==> src/rtl/load_store_unit_pkg.sv <==
// Shared encodings for the load/store unit: access sizes, FSM states, response error
// bit positions and the sram command set driven on sram_command.
package load_store_unit_pkg;

  localparam int unsigned SRAM_COMMAND_BITS = 3;

  typedef enum logic [SRAM_COMMAND_BITS-1:0] {
    CMD_NONE    = 3'd0,
    CMD_READ8   = 3'd1,
    CMD_READ16  = 3'd2,
    CMD_READ32  = 3'd3,
    CMD_WRITE8  = 3'd4,
    CMD_WRITE16 = 3'd5,
    CMD_WRITE32 = 3'd6
  } sram_cmd_e;

  typedef enum logic [1:0] {
    SIZE_BYTE    = 2'd0,
    SIZE_HALF    = 2'd1,
    SIZE_WORD    = 2'd2,
    SIZE_ILLEGAL = 2'd3
  } lsu_size_e;

  typedef enum logic [1:0] {
    ST_IDLE,
    ST_ACCESS,
    ST_READ_WAIT,
    ST_RESP
  } lsu_state_e;

  localparam int unsigned ERR_ALIGN_BIT = 0;
  localparam int unsigned ERR_RANGE_BIT = 1;

  // Illegal size maps to CMD_NONE so the sram never sees a request for it.
  function automatic sram_cmd_e access_command(input logic write, input lsu_size_e size);
    sram_cmd_e cmd;
    cmd = CMD_NONE;
    case (size)
      SIZE_BYTE: cmd = write ? CMD_WRITE8  : CMD_READ8;
      SIZE_HALF: cmd = write ? CMD_WRITE16 : CMD_READ16;
      SIZE_WORD: cmd = write ? CMD_WRITE32 : CMD_READ32;
      default:   cmd = CMD_NONE;
    endcase
    return cmd;
  endfunction

endpackage

==> src/rtl/load_store_unit_load_formatter.sv <==
// load_formatter: combinational extract-and-extend of lane-aligned sram read data
// according to access size and signedness.
module load_formatter
  import load_store_unit_pkg::*;
(
  input  lsu_size_e   size,
  input  logic        is_signed,
  input  logic [31:0] raw_data,
  output logic [31:0] data
);

  always_comb begin
    data = '0;
    case (size)
      SIZE_BYTE: data = {{24{is_signed & raw_data[7]}}, raw_data[7:0]};
      SIZE_HALF: data = {{16{is_signed & raw_data[15]}}, raw_data[15:0]};
      SIZE_WORD: data = raw_data;
      default:   data = '0;
    endcase
  end

endmodule

==> src/rtl/load_store_unit.sv <==
// load_store_unit: bridges the core request port to the banked sram, one access at a time.
// Optional LSU_PERF_EN adds load/store/error performance counters.
module load_store_unit
  import load_store_unit_pkg::*;
#(
  parameter int unsigned ADDR_WIDTH    = 32,
  parameter int unsigned COUNTER_WIDTH = 32
) (
  input  logic                         clock,
  input  logic                         reset_n,
  input  logic                         req_valid,
  output logic                         req_ready,
  input  logic                         req_write,
  input  logic [1:0]                   req_size,
  input  logic                         req_signed,
  input  logic [ADDR_WIDTH-1:0]        req_addr,
  input  logic [31:0]                  req_wdata,
  output logic                         resp_valid,
  input  logic                         resp_ready,
  output logic [31:0]                  resp_rdata,
  output logic [1:0]                   resp_error,
  output logic [SRAM_COMMAND_BITS-1:0] sram_command,
  output logic [ADDR_WIDTH-1:0]        sram_addr,
  output logic [31:0]                  sram_wdata,
  input  logic [31:0]                  sram_rdata,
  input  logic                         sram_addr_err,
  input  logic                         sram_align_err
`ifdef LSU_PERF_EN
  ,
  output logic [COUNTER_WIDTH-1:0]     perf_loads,
  output logic [COUNTER_WIDTH-1:0]     perf_stores,
  output logic [COUNTER_WIDTH-1:0]     perf_errors
`endif
);

  lsu_state_e  state_q, state_d;
  logic        write_q;
  lsu_size_e   size_q;
  logic        signed_q;
  logic        req_hs;
  logic        resp_hs;
  logic        access_err;
  logic [31:0] fmt_data;

  assign req_hs  = (state_q == ST_IDLE) && req_valid;
  assign resp_hs = (state_q == ST_RESP) && resp_ready;

  assign access_err = (size_q == SIZE_ILLEGAL) || sram_addr_err || sram_align_err;

  load_formatter u_formatter (
    .size      (size_q),
    .is_signed (signed_q),
    .raw_data  (sram_rdata),
    .data      (fmt_data)
  );

  always_ff @(posedge clock or negedge reset_n) begin
    if (!reset_n) begin
      state_q <= ST_IDLE;
    end else begin
      state_q <= state_d;
    end
  end

  always_comb begin
    state_d      = state_q;
    sram_command = CMD_NONE;
    req_ready    = 1'b0;
    resp_valid   = 1'b0;
    case (state_q)
      ST_IDLE: begin
        req_ready = 1'b1;
        if (req_valid) state_d = ST_ACCESS;
      end
      ST_ACCESS: begin
        sram_command = access_command(write_q, size_q);
        if (access_err || write_q) state_d = ST_RESP;
        else                       state_d = ST_READ_WAIT;
      end
      ST_READ_WAIT: begin
        state_d = ST_RESP;
      end
      ST_RESP: begin
        resp_valid = 1'b1;
        if (resp_hs) state_d = ST_IDLE;
      end
      default: state_d = ST_IDLE;
    endcase
  end

  // sram_addr is only reloaded on a new handshake so the read bank select stays put
  // through READ_WAIT.
  always_ff @(posedge clock or negedge reset_n) begin
    if (!reset_n) begin
      write_q    <= 1'b0;
      size_q     <= SIZE_BYTE;
      signed_q   <= 1'b0;
      sram_addr  <= '0;
      sram_wdata <= '0;
      resp_rdata <= '0;
      resp_error <= '0;
    end else begin
      if (req_hs) begin
        write_q    <= req_write;
        size_q     <= lsu_size_e'(req_size);
        signed_q   <= req_signed;
        sram_addr  <= req_addr;
        sram_wdata <= req_wdata;
      end
      if (state_q == ST_ACCESS) begin
        resp_rdata <= '0;
        if (size_q == SIZE_ILLEGAL) begin
          resp_error                <= '0;
          resp_error[ERR_ALIGN_BIT] <= 1'b1;
        end else begin
          resp_error[ERR_ALIGN_BIT] <= sram_align_err;
          resp_error[ERR_RANGE_BIT] <= sram_addr_err;
        end
      end
      if (state_q == ST_READ_WAIT) begin
        resp_rdata <= fmt_data;
        resp_error <= '0;
      end
    end
  end

`ifdef LSU_PERF_EN
  always_ff @(posedge clock or negedge reset_n) begin
    if (!reset_n) begin
      perf_loads  <= '0;
      perf_stores <= '0;
      perf_errors <= '0;
    end else if (resp_hs) begin
      if (resp_error != 2'b00) perf_errors <= perf_errors + 1'b1;
      else if (write_q)        perf_stores <= perf_stores + 1'b1;
      else                     perf_loads  <= perf_loads + 1'b1;
    end
  end
`endif

endmodule
==> config.mk <==
export PLATFORM = sky130hd
export DESIGN_NAME = load_store_unit
export DESIGN_NICKNAME = d
export VERILOG_FILES = /design/src/rtl/load_store_unit_pkg.sv /design/src/rtl/load_store_unit_load_formatter.sv /design/src/rtl/load_store_unit.sv
export SDC_FILE = /design/constraint.sdc
export NUM_CORES = 1
export LEC_CHECK = 0
export ABC_AREA = 1
export CAP_MARGIN = 20
export CELL_PAD_IN_SITES_DETAIL_PLACEMENT = 1
export CELL_PAD_IN_SITES_GLOBAL_PLACEMENT = 1
export CORE_ASPECT_RATIO = 1.5
export CORE_UTILIZATION = 31
export CTS_CLUSTER_DIAMETER = 200
export DETAILED_ROUTE_END_ITERATION = 10
export PLACE_DENSITY_LB_ADDON = 0.1
export SETUP_SLACK_MARGIN = 0.2
export SLEW_MARGIN = 10
export SYNTH_ARGS = -nofsm -noshare
export SYNTH_HDL_FRONTEND = slang
export SYNTH_HIERARCHICAL = 1
export SYNTH_SLANG_ARGS = --single-unit
==> constraint.sdc <==
create_clock -name clock -period 1.76 [get_ports clock]
set_input_delay 0.176 -clock clock [delete_from_list [all_inputs] [get_ports clock]]
set_output_delay 0.176 -clock clock [all_outputs]
set_load 0.02 [all_outputs]
==> out/results.txt <==
R2R depth: 6
Cell Rows: 54
Ys Warns: 6
via/cell ratio: 4.59
Synth top cells by count: 104 x dfrtp_1, 86 x nand2_1, 63 x nand3_1, 60 x mux2_2, 20 x inv_1
Post-DRT Antenna Nets: 0
Horiz. Die Dim: 101 um
area of the mapped netlist: 0.00460 mm^2
Pins Over Slew Limit: 0
pre-CTS setup slack: 0.0139 ns
Power Internal: 8400 uW
Final Cycle Share: 86.4%
TritonCTS clock tree: yes
CTS root buf: clkbuf_16
clock sinks: 104
gr ovfl total: 0
Syn Area/Cell: 11.2 um^2
P&R area growth vs syn: 59.3%
Leak: 0.00345 uW
worst min path class: input port to asynchronous set/reset pin
Inst Count DP: 807
post-placement cell area: 0.00692 mm^2
power share of the clock group: 13.4%
crit path launch: state_q[1]$_DFFE_PN0P_
Clock Path Buffers: 2
FFs w/ async S/R, synth: 100%
Yosys top cell area share: 56.6%
top-level I/O count: 209
Comb pwr share: 56.8%
worst r2r dst: sram_wdata[26]$_DFFE_PN0P_
Final Hold Fails: 0
fin util: 50.4%
die area: 0.0153 mm^2
run status: finished clean
Synth Net Count: 523
worst IR drop on VDD: 811 uV
Yosys cell types: 22
first-pass iteration count of the detailed router: 4
Main synth FF type: dfrtp_1
Total GRT Usage: 18.1%
drt total wl: 13300 um
DRC: 0
total CTS buffers: 9
share of cells above drive strength 1: 21.0%
Synth area leader: dfrtp_1
fmax: 658 MHz
First DRT Iteration DRCs: 90
clock latency on the worst-skew pair: 0.34 ns
H-tree levels: 3
Post-synth EDFFs: 0
sequential share of power: 29.8%
Detailed Place HPWL: 9660 um
final worst setup slack: 0.239 ns
largest net degree at the start of global routing: 105
crit path DAT: 1.34 ns
max cap viols: 0
switching pwr: 5700 uW
gpl congestion: 0.714
fin crit period: 1.52 ns
CP required: 1.58 ns
Finish-stage setup viols: 0
Mapped Cells: 412
core area: 0.0145 mm^2
sw frac: 40.4%
Startpoint Class: register
total number of vias: 3811
first-pass GRT wire length: 21100 um
final layout net count: 739
crit end category: primary output
Critical Path Fanout Max: 3
slew margin rel.: 59.1%
count leader, synth: dfrtp_1
Worst-path clk slew: 0.08 ns
worst reg-to-reg setup slack: 0.25 ns
worst-margin pin slew: 0.614 ns
CP Class: register to primary output
Yosys reg bits: 104
setup tns final: 0 ns
Worst R2R Start: state_q[1]$_DFFE_PN0P_
initial antenna violation count: 1
unrepaired setup endpoints after global routing: true
Pwr Density: 1930 mW/mm^2
# fillers: 1589
Die Span Y: 151 um
initial core utilization: 31.6%
Layout Cells excl Fill: 830
I/O Buffers: 208
Design Area, Final: 0.00732 mm^2
post-synthesis sequential area ratio: 56.6%
Setup crit end: resp_valid
Routed wire per std cell: 16.0 um
synth top area cells: dfrtp_1 57%, mux2_2 15%, nand2_1 7.0%, nand3_1 6.9%, buf_6 2.4%
skew final: 0.0104 ns
vias in the first global route: 4183
[cell families after synthesis]
kind of cell | after synthesis | synth area share (%)
flops | 104 | 56.6
simple gates | 182 | 18.7
compound gates | 9 | 0.980
fa+ha+maj | 5 | 1.36
mux | 66 | 16.7
buf+inv | 46 | 5.66
[layout make-up]
| class | count | area [um^2] | share of cell area [%] |
|---|---|---|---|
| flip-flops and latches | 104 | 2600 | 35.6 |
| diodes | 1 | 2.50 | 0.0342 |
| repair buffers | 229 | 2330 | 31.8 |
| clock buffers | 11 | 233 | 3.18 |
| well taps | 196 | 245 | 3.35 |
| clock inverters | 5 | 40.0 | 0.547 |
| inverters | 22 | 86.3 | 1.18 |
| multi-input cells | 262 | 1780 | 24.4 |
[critical path, cell delays in order, from the launching register on]
cell	delay, ns
dfrtp_1	0.39
buf_4	0.13
buf_4	0.13
ha_1	0.19
buf_2	0.17
[state kept, by name (all words and copies together) (netlist names)]
signal	count
resp_rdata	32
state_q	2
signed_q	1
sram_wdata	32
resp_error	2
size_q	2
write_q	1
sram_addr	32
[cell usage in the layout, fill, tap and decap left out, drive strengths merged]
cell           synthesis  routed
dlymetal6s2s           0       4
or2                    1       1
nor3b                  1       1
clkbuf                 6      11
ha                     5       5
diode                  0       1
dfrtp                104     104
nand3                 73      73
dlygate4sd3            0       1
inv                   22      23
a21oi                  4       4
clkinvlp               0       4
o21ai                  5       5
buf                   18      26
nor2                  16      16
clkdlybuf4s50          0     197
nand2                 91      91
dlygate4sd2            0       1
mux2                  66      66
[metal layers]
| metal | vias up | GRT usage (%) | routed length (um) |
|---|---|---|---|
| met1 | 1881 | 18.2 | 4630 |
| met5 | - | 0 | 0 |
| met4 | 0 | 6.23 | 226 |
| li1 | 1790 | - | - |
| met2 | 127 | 34.0 | 7400 |
| met3 | 13 | 6.37 | 1030 |
[metrics by stage]
stage	total power [uW]	hold slack (ns)
2_1_floorplan	8480	-0.120
3_3_place_gp	12000	0.297
3_5_place_dp	12200	0.302
4_1_cts	14300	0.414
5_1_grt	15100	0.430
6_report	14100	0.399
[worst min-delay path by stage]
stage / startpoint / end / slack (ns)
after floorplan: reset_n / resp_error[0]$_DFFE_PN0P_ / -0.12
after global placement: reset_n / resp_rdata[13]$_DFFE_PN0P_ / 0.30
after detailed placement: reset_n / resp_rdata[13]$_DFFE_PN0P_ / 0.30
after CTS: req_write / write_q$_DFFE_PN0P_ / 0.41
after global routing: req_addr[25] / sram_addr[25]$_DFFE_PN0P_ / 0.43
final: reset_n / resp_rdata[13]$_DFFE_PN0P_ / 0.40
[power by group through the flow]
stage | clock network (uW) | logic [uW] | registers [uW]
global route | 2050 | 8630 | 4370
detailed placement | 0 | 7930 | 4250
floorplan | 0 | 2890 | 5590
finish | 1880 | 8010 | 4210
global placement | 0 | 7810 | 4180
CTS | 1960 | 8090 | 4220
[repair_timing]
item / 4_1_cts / 5_1_grt
pin swaps: 1 / 0
hold buffers: 1 / 0
endpoints found under the hold margin: 104 / 0
gates resized for setup: 32 / 15
buffers inserted: 2 / 2
gates cloned: 1 / 0
endpoints found under the setup margin: 68 / 28
(Power assumes the default switching activity.)
